$ cat src/rtl/ffe_pkg.sv
// Shared definitions for the FFE datapath: loader FSM states, default geometry
// and bank-index constants used by the coefficient loader and sequencer.
package ffe_pkg;

  localparam int DEFAULT_DEPTH      = 4;
  localparam int DEFAULT_COEF_WIDTH = 8;
  localparam int NUM_BANKS          = 2;

  localparam logic BANK_A = 1'b0;
  localparam logic BANK_B = 1'b1;

  typedef enum logic {
    S_COLLECT   = 1'b0,
    S_WAIT_SWAP = 1'b1
  } loader_state_t;

endpackage

$ cat src/rtl/ffe_coef_bank.sv
// Two-bank coefficient register file: writes land in the shadow bank, reads
// come registered from the active bank selected by i_bank_sel.
module ffe_coef_bank
  import ffe_pkg::*;
#(
  parameter int DEPTH      = DEFAULT_DEPTH,
  parameter int COEF_WIDTH = DEFAULT_COEF_WIDTH,
  parameter int ADDR_SIZE  = $clog2(DEPTH)
) (
  input  logic                  i_clk,
  input  logic                  i_rst,
  input  logic                  i_bank_sel,
  input  logic                  i_wr_en,
  input  logic [ADDR_SIZE-1:0]  i_wr_addr,
  input  logic [COEF_WIDTH-1:0] i_wr_data,
  input  logic                  i_rd_en,
  input  logic [ADDR_SIZE-1:0]  i_rd_addr,
  output logic [COEF_WIDTH-1:0] o_rd_data
);

  logic [COEF_WIDTH-1:0] r_bank [NUM_BANKS][DEPTH];
  logic [COEF_WIDTH-1:0] r_rd_data;

  // NOTE: the banks are plain flops, not a RAM macro, so they can and must be
  // cleared by reset; a discarded commit must never leak stale taps.
  // NOTE: non-blocking assignments keep the read of the old bank and the
  // shadow write in the same edge independent of statement order.
  always_ff @(posedge i_clk) begin
    if (i_rst) begin
      for (int b = 0; b < NUM_BANKS; b++) begin
        for (int t = 0; t < DEPTH; t++) begin
          r_bank[b][t] <= '0;
        end
      end
      r_rd_data <= '0;
    end else begin
      if (i_wr_en) r_bank[~i_bank_sel][i_wr_addr] <= i_wr_data;
      if (i_rd_en) r_rd_data <= r_bank[i_bank_sel][i_rd_addr];
    end
  end

  assign o_rd_data = r_rd_data;

endmodule

$ cat src/rtl/ffe_coeff_loader.sv
// Double-buffered FFE coefficient loader: collects a full tap set into the
// shadow bank and swaps banks only on a symbol boundary.
module ffe_coeff_loader
  import ffe_pkg::*;
#(
  parameter int DEPTH      = DEFAULT_DEPTH,
  parameter int COEF_WIDTH = DEFAULT_COEF_WIDTH,
  parameter int ADDR_SIZE  = $clog2(DEPTH)
) (
  input  logic                  ffe_clk,
  input  logic                  rst,
  input  logic                  cfg_valid,
  output logic                  cfg_ready,
  input  logic [ADDR_SIZE-1:0]  cfg_addr,
  input  logic [COEF_WIDTH-1:0] cfg_data,
  input  logic                  cfg_last,
  input  logic                  sym_boundary,
  input  logic                  rd_en,
  input  logic [ADDR_SIZE-1:0]  rd_addr,
  output logic [COEF_WIDTH-1:0] coef_out,
  output logic                  bank_sel,
  output logic                  commit_pending,
  output logic                  cfg_done,
  output logic                  cfg_err
);

  loader_state_t    r_state;
  logic [DEPTH-1:0] r_mask;
  logic             r_bank_sel;
  logic             r_cfg_ready;
  logic             r_commit_pending;
  logic             r_cfg_done;
  logic             r_cfg_err;

  logic             w_accept;
  logic             w_addr_ok;
  logic [DEPTH-1:0] w_onehot;
  logic             w_set_full;

  // Out-of-range addresses only exist when DEPTH is not a power of two.
  if ((1 << ADDR_SIZE) == DEPTH) begin : g_addr_pow2
    assign w_addr_ok = 1'b1;
  end else begin : g_addr_range
    localparam logic [ADDR_SIZE:0] LP_DEPTH = DEPTH[ADDR_SIZE:0];
    assign w_addr_ok = ({1'b0, cfg_addr} < LP_DEPTH);
  end

  assign w_accept   = cfg_valid && r_cfg_ready;
  assign w_onehot   = {{(DEPTH-1){1'b0}}, 1'b1} << cfg_addr;
  assign w_set_full = &(r_mask | w_onehot);

  always_ff @(posedge ffe_clk) begin
    if (rst) begin
      r_state          <= S_COLLECT;
      r_mask           <= '0;
      r_bank_sel       <= BANK_A;
      r_cfg_ready      <= 1'b0;
      r_commit_pending <= 1'b0;
      r_cfg_done       <= 1'b0;
      r_cfg_err        <= 1'b0;
    end else begin
      r_cfg_done <= 1'b0;
      r_cfg_err  <= 1'b0;
      unique case (r_state)
        S_COLLECT: begin
          r_cfg_ready <= 1'b1;
          if (w_accept) begin
            if (cfg_last) begin
              r_mask <= '0;
              // A boundary on this same edge is deliberately ignored: the
              // swap waits for the next full symbol.
              if (w_addr_ok && w_set_full) begin
                r_state          <= S_WAIT_SWAP;
                r_cfg_ready      <= 1'b0;
                r_commit_pending <= 1'b1;
              end else begin
                r_cfg_err <= 1'b1;
              end
            end else if (w_addr_ok) begin
              r_mask <= r_mask | w_onehot;
            end else begin
              r_cfg_err <= 1'b1;
            end
          end
        end
        S_WAIT_SWAP: begin
          if (sym_boundary) begin
            r_state          <= S_COLLECT;
            r_bank_sel       <= ~r_bank_sel;
            r_cfg_ready      <= 1'b1;
            r_commit_pending <= 1'b0;
            r_cfg_done       <= 1'b1;
          end
        end
      endcase
    end
  end

  ffe_coef_bank #(
    .DEPTH      (DEPTH),
    .COEF_WIDTH (COEF_WIDTH),
    .ADDR_SIZE  (ADDR_SIZE)
  ) u_bank (
    .i_clk      (ffe_clk),
    .i_rst      (rst),
    .i_bank_sel (r_bank_sel),
    .i_wr_en    (w_accept && w_addr_ok),
    .i_wr_addr  (cfg_addr),
    .i_wr_data  (cfg_data),
    .i_rd_en    (rd_en),
    .i_rd_addr  (rd_addr),
    .o_rd_data  (coef_out)
  );

  assign cfg_ready      = r_cfg_ready;
  assign bank_sel       = r_bank_sel;
  assign commit_pending = r_commit_pending;
  assign cfg_done       = r_cfg_done;
  assign cfg_err        = r_cfg_err;

endmodule

$ cat config.mk
export PLATFORM = sky130hd
export DESIGN_NAME = ffe_coeff_loader
export DESIGN_NICKNAME = d
export VERILOG_FILES = /design/src/rtl/ffe_pkg.sv /design/src/rtl/ffe_coef_bank.sv /design/src/rtl/ffe_coeff_loader.sv
export SDC_FILE = /design/constraint.sdc
export NUM_CORES = 1
export LEC_CHECK = 0
export ABC_AREA = 1
export CAP_MARGIN = 20
export CORE_ASPECT_RATIO = 1.75
export CORE_MARGIN = 1
export CORE_UTILIZATION = 49
export CTS_CLUSTER_DIAMETER = 120
export DETAILED_ROUTE_END_ITERATION = 10
export PLACE_DENSITY_LB_ADDON = 0.25
export SYNTH_ARGS = -nofsm -noshare
export SYNTH_HDL_FRONTEND = slang
export SYNTH_SLANG_ARGS = --single-unit
$ cat constraint.sdc
create_clock -name ffe_clk -period 5.2 [get_ports ffe_clk]
set_clock_uncertainty 0.2 [all_clocks]
set_input_delay 1.3 -clock ffe_clk [delete_from_list [all_inputs] [get_ports ffe_clk]]
set_output_delay 1.3 -clock ffe_clk [all_outputs]
set_load 0.01 [all_outputs]
==> impl_metrics.csv, run 1 <==
group,metric,value,unit
run,cap_viol_max_count,0,
synthesis,synthTopCellsByCount,"nand2_1, inv_1, edfxtp_1, nor2_1, nand3_1",
synthesis,syn_avg_cell_area,8.97,um^2
pwr,switching_share,20.7,%
drt,first_pass_iters,5,
cts,htreeDepth,3,
pwr,sequentialPowerShare,50.6,%
floorplan,coreArea,7340,um^2
synthesis,ys_seq_elements,83,
layout,finalInstanceArea,4390,um^2
cts,cts_setup_buffers,0,
drt,avgViaCountPerCell,4.99,
cts,cts.repair.resized,0,
place,dp_cells,522,
pwr,clkPwrFrac,42.5,%
layout,area_delta_synth_final,16.6,%
floorplan,initial_core_util,51.3,%
critical_path,required,5.00,ns
pwr,p_leak,1.95,nW
synthesis,async_flop_share,0,%
pwr,combPwrFrac,6.9,%
synthesis,synth_ff_type,"edfxtp_1",
pwr,cellPowerDensity,339,nW/um^2
cts,clk_latency,0.33,ns
critical_path,r2r_slack,3.14,ns
sta,hold_violations,0,
floorplan,die_w,68.2,um
sta,slew_headroom,30.0,%
critical_path,start_kind,"input port",
grt,overflow,0,
critical_path,path_class,"input port to flop",
cts,ctsHoldBuffers,0,
cts,cts.path.max_buffers,2,
cts,cts_tree,"yes",
grt,antenna_found_initial,0,
synthesis,syn-num-nets,437,
sta,worstMarginPinSlew,1.04,ns
critical_path,path_delay_family,"buffers and inverters",
sta,setup_viol,0,
drt,drtIter0Drc,286,
grt,grt_pass1_vias,2653,
drt,wl_met2,4040,um
place,gp_congestion,0.782,
critical_path,cp_num_buf_inv,2,
drt,drt.antenna.violating_nets,0,
critical_path,crit_chain,"clkdlybuf4s50_1 > inv_1 > nand2_2 > nor2_4 > nand2_2 > nand2_1",
cts,clock-sinks,83,
grt,grt_max_degree,34,
sta,rsz0062_at_grt,"no",
floorplan,ios,31,
drt,wl_met3,364,um
sta,fin_crit_sh,66.3,%
sta,setup_tns,0,ns
cts,clockRootBuffer,"clkbuf_16",
critical_path,r2r_end,"u_bank.r_bank[1][10]",
synthesis,syn_area,3760,um^2
drt,routedWlPerCell,14.6,um
critical_path,cp_slowest_stage_delay,0.53,ns
min_path,min_from,"r_mask[0]",
drt,wirelength,7890,um
grt,grt_pass1_wl,12700,um
layout,final_cells,540,
drt,vias,2696,
synthesis,netlist.area_leader.share,51.1,%
drt,wl_met1,3050,um
pwr,intPower,1.18,mW
synthesis,syn_inst,419,
min_path,hold_path.class,"flop to flop",
floorplan,dieArea,8040,um^2
min_path,min_delay_path_depth,2,
critical_path,crit_slowest_cell,"inv_1",
drt,drc,0,
floorplan,row_count,41,
critical_path,arrival,3.24,ns
cts,path_clk_slew,0.06,ns
synthesis,synth.most_common_cell,"nand2_1",
synthesis,synth.distinct_cells,21,
layout,diodes,0,
floorplan,dieHeight,118,um
synthesis,yosysSeqAreaShare,61.2,%
layout,nets,467,
cts,cts_buffers,9,
synthesis,synth_enable_flop_cells,64,
sta,period_needed,3.45,ns
layout,drive_above_1_share,6.83,%
critical_path,cp_max_fo,21,
critical_path,r2r_start,"bank_sel",
critical_path,rr_worst_depth,3,
place,dpl_cell_area,4070,um^2
place,dp_hpwl,5730,um
sta,fmax,290,MHz
grt,globalRouteTotalUtil,22.2,%
sta,maxSlewViolCount,0,
critical_path,path_common_cell,"nand2_2",
synthesis,yosysWarnings,0,
critical_path,endpoint_kind,"flop",
min_path,min_to,"r_mask[0]",
pwr,ir_drop,250,uV
synthesis,yosys.area.top_type,"edfxtp_1",
drt,routed.top_layer,"met4",
pwr,p_sw,0.308,mW
run_status,status,"completed",
synthesis,synthTopCellsByArea,"edfxtp_1, dfxtp_1, nand2_1",
place,portBuffers,30,
cells in the final DEF, fill, tap and decap left out:
master / instances
clkbuf_1: 1
or2_2: 1
nor2_1: 53
nand2_2: 5
clkbuf_8: 2
clkbuf_16: 9
clkinv_2: 3
o21ai_1: 1
nor2_4: 1
inv_2: 2
nor2_2: 2
inv_1: 85
bufinv_16: 1
clkdlybuf4s50_1: 30
nand2_1: 90
nand3_1: 49
clkinv_4: 1
o21ai_0: 13
nor3_1: 1
nand4_2: 1
buf_4: 1
a31oi_1: 4
dfxtp_1: 19
buf_2: 2
a21oi_1: 13
edfxtp_1: 64
worst reg2reg max path, cell delays in order (launching register included):
cell	delay, ns
dfxtp_1	0.31
inv_1	0.22
nand2_1	0.12
o21ai_0	0.82
metrics by stage:
| stage | worst slack, ns | util, % | power [mW] | hold slack, ns |
|---|---|---|---|---|
| 2_1_floorplan | 2.46 | - | 0.822 | 0.237 |
| 3_3_place_gp | 1.51 | 55.5 | 0.865 | 0.247 |
| 3_5_place_dp | 1.42 | 55.5 | 0.866 | 0.258 |
| 4_1_cts | 1.78 | 59.6 | 1.49 | 0.271 |
| 5_1_grt | 1.58 | 59.8 | 1.53 | 0.303 |
| 6_report | 1.75 | 59.8 | 1.49 | 0.263 |
cell families after synthesis:
| logic type | after synthesis | synth area share [%] |
|---|---|---|
| AND/OR/NAND/NOR | 203 | 22.9 |
| buffers and inverters | 102 | 11.6 |
| flip-flops | 83 | 61.2 |
| AO/OA/AOI/OAI | 31 | 4.26 |
layer usage:
layer	GRT usage [%]	up-vias
met5	0	-
met4	13.8	0
met3	5.52	28
met2	35.2	102
met1	25.7	1190
li1	-	1376
cell type report:
class | count | area, um^2
fill | 643 | 2950
sequential | 83 | 2300
multi-input combinational | 234 | 1020
inverter | 88 | 332
timing repair buffer | 33 | 318
clock buffer | 12 | 256
tap | 86 | 108
clock inverter | 4 | 48.8
power groups by stage:
| stage | logic, mW | registers (mW) | clock network (mW) |
|---|---|---|---|
| after CTS | 0.101 | 0.752 | 0.638 |
| final | 0.102 | 0.752 | 0.632 |
| after detailed placement | 0.101 | 0.766 | 0 |
| after global routing | 0.114 | 0.755 | 0.663 |
| after global placement | 0.100 | 0.765 | 0 |
| after floorplan | 0.0567 | 0.765 | 0 |
sequential cells by signal, indices dropped and copies added, names as in the netlist, named ones only:
register	count
r_mask	4
r_state	1
u_bank.r_bank	64
commit_pending	1
cfg_err	1
cfg_done	1
u_bank.o_rd_data	8
bank_sel	1
cfg_ready	1
worst max-delay path by stage:
stage / slack (ns) / cells past startpoint / startpoint / endpoint
2_1_floorplan: 2.46 / 4 / cfg_valid / u_bank.r_bank[1][0]
3_3_place_gp: 1.51 / 6 / rst / u_bank.r_bank[0][10]
3_5_place_dp: 1.42 / 6 / rst / u_bank.r_bank[0][25]
4_1_cts: 1.78 / 6 / rst / u_bank.r_bank[0][25]
5_1_grt: 1.58 / 6 / rst / u_bank.r_bank[0][26]
6_report: 1.75 / 6 / rst / u_bank.r_bank[0][26]
No activity file was read; power rests on OpenSTA's default activity.
==> run 2: changes to the inputs <==
==> constraint.sdc (replaced) <==
create_clock -name ffe_clk -period 2.9 [get_ports ffe_clk]
set_clock_uncertainty 0.2 [all_clocks]
set_input_delay 0.725 -clock ffe_clk [delete_from_list [all_inputs] [get_ports ffe_clk]]
set_output_delay 0.725 -clock ffe_clk [all_outputs]
set_load 0.01 [all_outputs]
==> impl_metrics.csv, run 2 (same netlist as run 1, synthesis figures left out) <==
group,metric,value,unit
floorplan,row_count,41,
floorplan,ios,31,
grt,grt_pass1_vias,2717,
layout,drive_above_1_share,6.77,%
critical_path,required,2.70,ns
min_path,min_from,"commit_pending",
cts,cts_tree,"yes",
floorplan,die_w,68.2,um
cts,htreeDepth,3,
critical_path,start_kind,"input port",
drt,drc,0,
sta,setup_viol,0,
critical_path,cp_num_buf_inv,2,
critical_path,crit_slowest_cell,"clkdlybuf4s50_1",
layout,largest_reg_flops,64,
pwr,cellPowerDensity,577,nW/um^2
cts,path_clk_slew,0.06,ns
drt,first_pass_iters,4,
grt,overflow,0,
cts,cts.path.max_buffers,2,
sta,slew_headroom,65.5,%
drt,avgViaCountPerCell,5.13,
min_path,hold_path.class,"flop to flop",
layout,area_delta_synth_final,16.2,%
run,cap_viol_max_count,0,
place,dp_hpwl,6020,um
layout,diodes,0,
layout,regMostFlops,"u_bank.r_bank",
place,portBuffers,30,
sta,worstMarginPinSlew,0.517,ns
floorplan,dieArea,8040,um^2
cts,cts_setup_buffers,0,
grt,grt_max_degree,33,
critical_path,path_delay_family,"simple AND/OR/NAND/NOR gates",
sta,hold_violations,0,
sta,fin_crit_sh,80.9,%
cts,ctsHoldBuffers,0,
cts,clk_latency,0.33,ns
sta,fmax,426,MHz
run_status,status,"completed",
layout,layout_commonest_cell,"nand2_1",
drt,drtIter0Drc,221,
cts,clock-sinks,83,
critical_path,cp_slowest_stage_delay,0.46,ns
layout,final_cells,544,
pwr,p_leak,1.95,nW
grt,antenna_found_initial,0,
drt,vias,2790,
cts,cts_buffers,9,
floorplan,initial_core_util,51.3,%
critical_path,crit_start,"rst",
cts,cts.repair.resized,0,
critical_path,cp_max_fo,9,
sta,maxSlewViolCount,0,
place,dp_cells,528,
drt,routedWlPerCell,15.0,um
sta,setup_tns,0,ns
critical_path,r2r_start,"cfg_ready",
critical_path,path_common_cell,"nand2_2",
place,gp_congestion,0.833,
drt,wirelength,8150,um
grt,globalRouteTotalUtil,22.8,%
cts,clockRootBuffer,"clkbuf_16",
critical_path,arrival,2.15,ns
critical_path,path_class,"input port to flop",
grt,grt_pass1_wl,13200,um
sta,period_needed,2.35,ns
sta,rsz0062_at_grt,"no",
pwr,ir_drop,361,uV
layout,nets,471,
layout,most-common-layout-cells,"nand2_1, inv_1, edfxtp_1, nor2_1, nand3_1",
floorplan,dieHeight,118,um
critical_path,crit_chain,"clkdlybuf4s50_1 > inv_1 > nand2_2 > nor2_4 > nand2_2 > nand2_1",
drt,drt.antenna.violating_nets,0,
floorplan,coreArea,7340,um^2
critical_path,endpoint_kind,"flop",
## run 2: changes by cell type in the layout (fill, tap and decap cells not counted)
cell       before  now
clkinv_4        1    0
clkbuf_1        1    3
clkinv_1        0    2
bufinv_16       1    0
clkbuf_8        2    0
buf_2           2    0
buf_4           1    7
## run 2: area by class of cell
class                      count  area (um^2)
sequential                    83         2300
clock buffer                  12          236
clock inverter                 4         17.5
timing repair buffer          37          353
tap                           86          108
inverter                      88          332
fill                         645         2970
multi-input combinational    234         1020
## run 2: tightest hold or removal path, cell delays in order (launching register included)
cell	delay, ns
dfxtp_1	0.31
nand2_1	0.06
a21oi_1	0.06
## run 2: metal layers
| metal | GRT usage (%) | share of wire, % | up-vias |
|---|---|---|---|
| li1 | - | - | 1383 |
| met3 | 3.88 | 4.5 | 18 |
| met1 | 25.1 | 37 | 1288 |
| met2 | 39.3 | 55 | 101 |
| met5 | 0 | 0 | - |
| met4 | 12.8 | 3.6 | 0 |
## run 2: per-stage QoR
stage          power (mW)  setup slack [ns]  hold slack, ns  utilization [%]  instance area [um^2]
2_1_floorplan        1.47             0.736           0.237                -                  3760
3_3_place_gp         1.56             0.233           0.261             56.1                  4120
3_5_place_dp         1.56             0.186           0.267             56.1                  4120
4_1_cts              2.53             0.537           0.283             59.6                  4370
5_1_grt              2.61             0.387           0.302             59.6                  4370
6_report             2.52             0.553           0.281             59.6                  4370
## run 2: final timing paths
path | to | slack, ns | cells past startpoint
max | u_bank.r_bank[0][27] | 0.55 | 6
min reg2reg | commit_pending | 0.28 | 2
min | commit_pending | 0.28 | 2
max reg2reg | u_bank.r_bank[0][27] | 1.17 | 6
## run 2: where the power goes
part	internal, mW	total, mW	switching [mW]	leakage (nW)
Clock	0.571	0.984	0.413	0.125
Sequential	1.33	1.35	0.0176	0.817
Combinational	0.0733	0.190	0.117	1.00
Total	1.98	2.52	0.547	1.95
==> run 3: changes to the inputs <==
==> constraint.sdc (replaced) <==
create_clock -name ffe_clk -period 2.3 [get_ports ffe_clk]
set_clock_uncertainty 0.2 [all_clocks]
set_input_delay 0.575 -clock ffe_clk [delete_from_list [all_inputs] [get_ports ffe_clk]]
set_output_delay 0.575 -clock ffe_clk [all_outputs]
set_load 0.01 [all_outputs]
==> impl_metrics.csv, run 3 (same netlist as run 1, synthesis figures left out) <==
group,metric,value,unit
sta,maxSlewViolCount,0,
grt,grt_pass1_wl,13000,um
cts,htreeDepth,3,
grt,antenna_found_initial,0,
place,portBuffers,30,
pwr,p_leak,1.99,nW
sta,setup_tns,0,ns
place,dp_cells,537,
min_path,hold_path.class,"flop to flop",
cts,cts_tree,"yes",
cts,clockRootBuffer,"clkbuf_16",
pwr,clkPwrFrac,39.4,%
critical_path,worstSetupEndpoint,"bank_sel",
grt,grt_pass1_vias,2689,
sta,period_needed,2.00,ns
floorplan,dieArea,8040,um^2
critical_path,arrival,1.22,ns
pwr,combPwrFrac,7.6,%
sta,fmax,501,MHz
critical_path,rr_worst_depth,6,
sta,rsz0062_at_grt,"no",
drt,vias,2793,
layout,regMostFlops,"u_bank.r_bank",
grt,busiest_layer,"met2",
critical_path,cp_num_buf_inv,1,
layout,nets,480,
sta,worstMarginPinSlew,0.485,ns
pwr,intPower,2.50,mW
cts,cts_buffers,9,
floorplan,row_count,41,
grt,overflow,0,
floorplan,dieHeight,118,um
critical_path,required,1.52,ns
critical_path,cp.depth,1,
drt,drc,0,
min_path,min_delay_path_depth,2,
grt,met2_usage,38.2,%
critical_path,r2r_end,"u_bank.o_rd_data[7]",
cts,cts_setup_buffers,0,
cts,clk_latency,0.33,ns
sta,fin_crit_sh,86.9,%
drt,wirelength,8070,um
layout,layout_commonest_cell,"nand2_1",
cts,cts.path.max_buffers,2,
drt,avgViaCountPerCell,5.05,
grt,globalRouteTotalUtil,22.8,%
critical_path,crit_chain,"clkdlybuf4s50_1",
sta,hold_violations,0,
place,gp_congestion,0.828,
cts,cts.repair.resized,0,
place,dpl_cell_area,4180,um^2
sta,slew_headroom,67.6,%
floorplan,initial_core_util,51.3,%
floorplan,coreArea,7340,um^2
sta,hold-worst-slack,0.269,ns
critical_path,crit_slowest_cell,"clkdlybuf4s50_1",
run,cap_viol_max_count,0,
place,dp_hpwl,6190,um
pwr,ir_drop,525,uV
critical_path,path_class,"flop to primary output",
critical_path,start_kind,"flop",
layout,area_delta_synth_final,18.2,%
critical_path,path_delay_family,"buffers and inverters",
layout,most-common-layout-cells,"nand2_1, inv_1, edfxtp_1, nor2_1, nand3_1",
critical_path,cp_slowest_stage_delay,0.54,ns
floorplan,die_w,68.2,um
grt,met1_usage,24.4,%
layout,final_cells,553,
pwr,p_sw,0.711,mW
critical_path,r2r_slack,0.64,ns
drt,first_pass_iters,6,
critical_path,crit_start,"bank_sel",
drt,drtIter0Drc,307,
drt,drt.antenna.violating_nets,0,
grt,gr-usage-met3,5.23,%
sta,setup_viol,0,
critical_path,cp_max_fo,2,
pwr,switching_share,22.2,%
layout,diodes,0,
cts,ctsHoldBuffers,0,
cts,clock-sinks,83,
layout,finalInstanceArea,4440,um^2
pwr,sequentialPowerShare,53.0,%
grt,grt_max_degree,33,
layout,drive_above_1_share,9.21,%
drt,routedWlPerCell,14.6,um
run_status,status,"completed",
layout,final_util,60.6,%
cts,path_clk_slew,0.06,ns
layout,largest_reg_flops,64,
pwr,cellPowerDensity,722,nW/um^2
critical_path,endpoint_kind,"primary output",
floorplan,ios,31,
[run 3: area by class of cell]
class                      count  area (um^2)
timing repair buffer          46          420
sequential                    83         2300
inverter                      88          332
clock buffer                  10          229
clock inverter                 6         32.5
multi-input combinational    234         1020
tap                           86          108
fill                         636         2890
[run 3: metrics by stage]
step / power [mW] / setup slack, ns
6_report: 3.21 / 0.302
3_3_place_gp: 1.97 / 0.0460
5_1_grt: 3.31 / 0.199
3_5_place_dp: 1.98 / -0.0197
4_1_cts: 3.22 / 0.289
2_1_floorplan: 1.86 / 0.286
[run 3: worst min-delay path by stage]
stage | endpoint | from
6_report | commit_pending | commit_pending
5_1_grt | commit_pending | commit_pending
4_1_cts | commit_pending | commit_pending
3_5_place_dp | commit_pending | commit_pending
3_3_place_gp | r_mask[1] | r_mask[1]
2_1_floorplan | r_mask[1] | r_mask[1]
[run 3: worst reg2reg max path: cells and delay by family, from the launching register on]
| kind | cells | cell delay, ns |
|---|---|---|
| compound gates | 1 | 0.06 |
| buf+inv | 1 | 0.33 |
| flops | 1 | 0.48 |
| simple gates | 4 | 0.47 |
[run 3: power by group through the flow]
stage	logic, mW	registers, mW	clock network [mW]
4_1_cts	0.246	1.70	1.28
3_5_place_dp	0.244	1.73	0
5_1_grt	0.272	1.71	1.34
3_3_place_gp	0.241	1.73	0
2_1_floorplan	0.128	1.73	0
6_report	0.244	1.70	1.26
[run 3: routing by layer]
layer	up-vias	wire, um
met4	0	447
li1	1404	-
met1	1259	3000
met3	30	364
met2	100	4260
met5	-	0
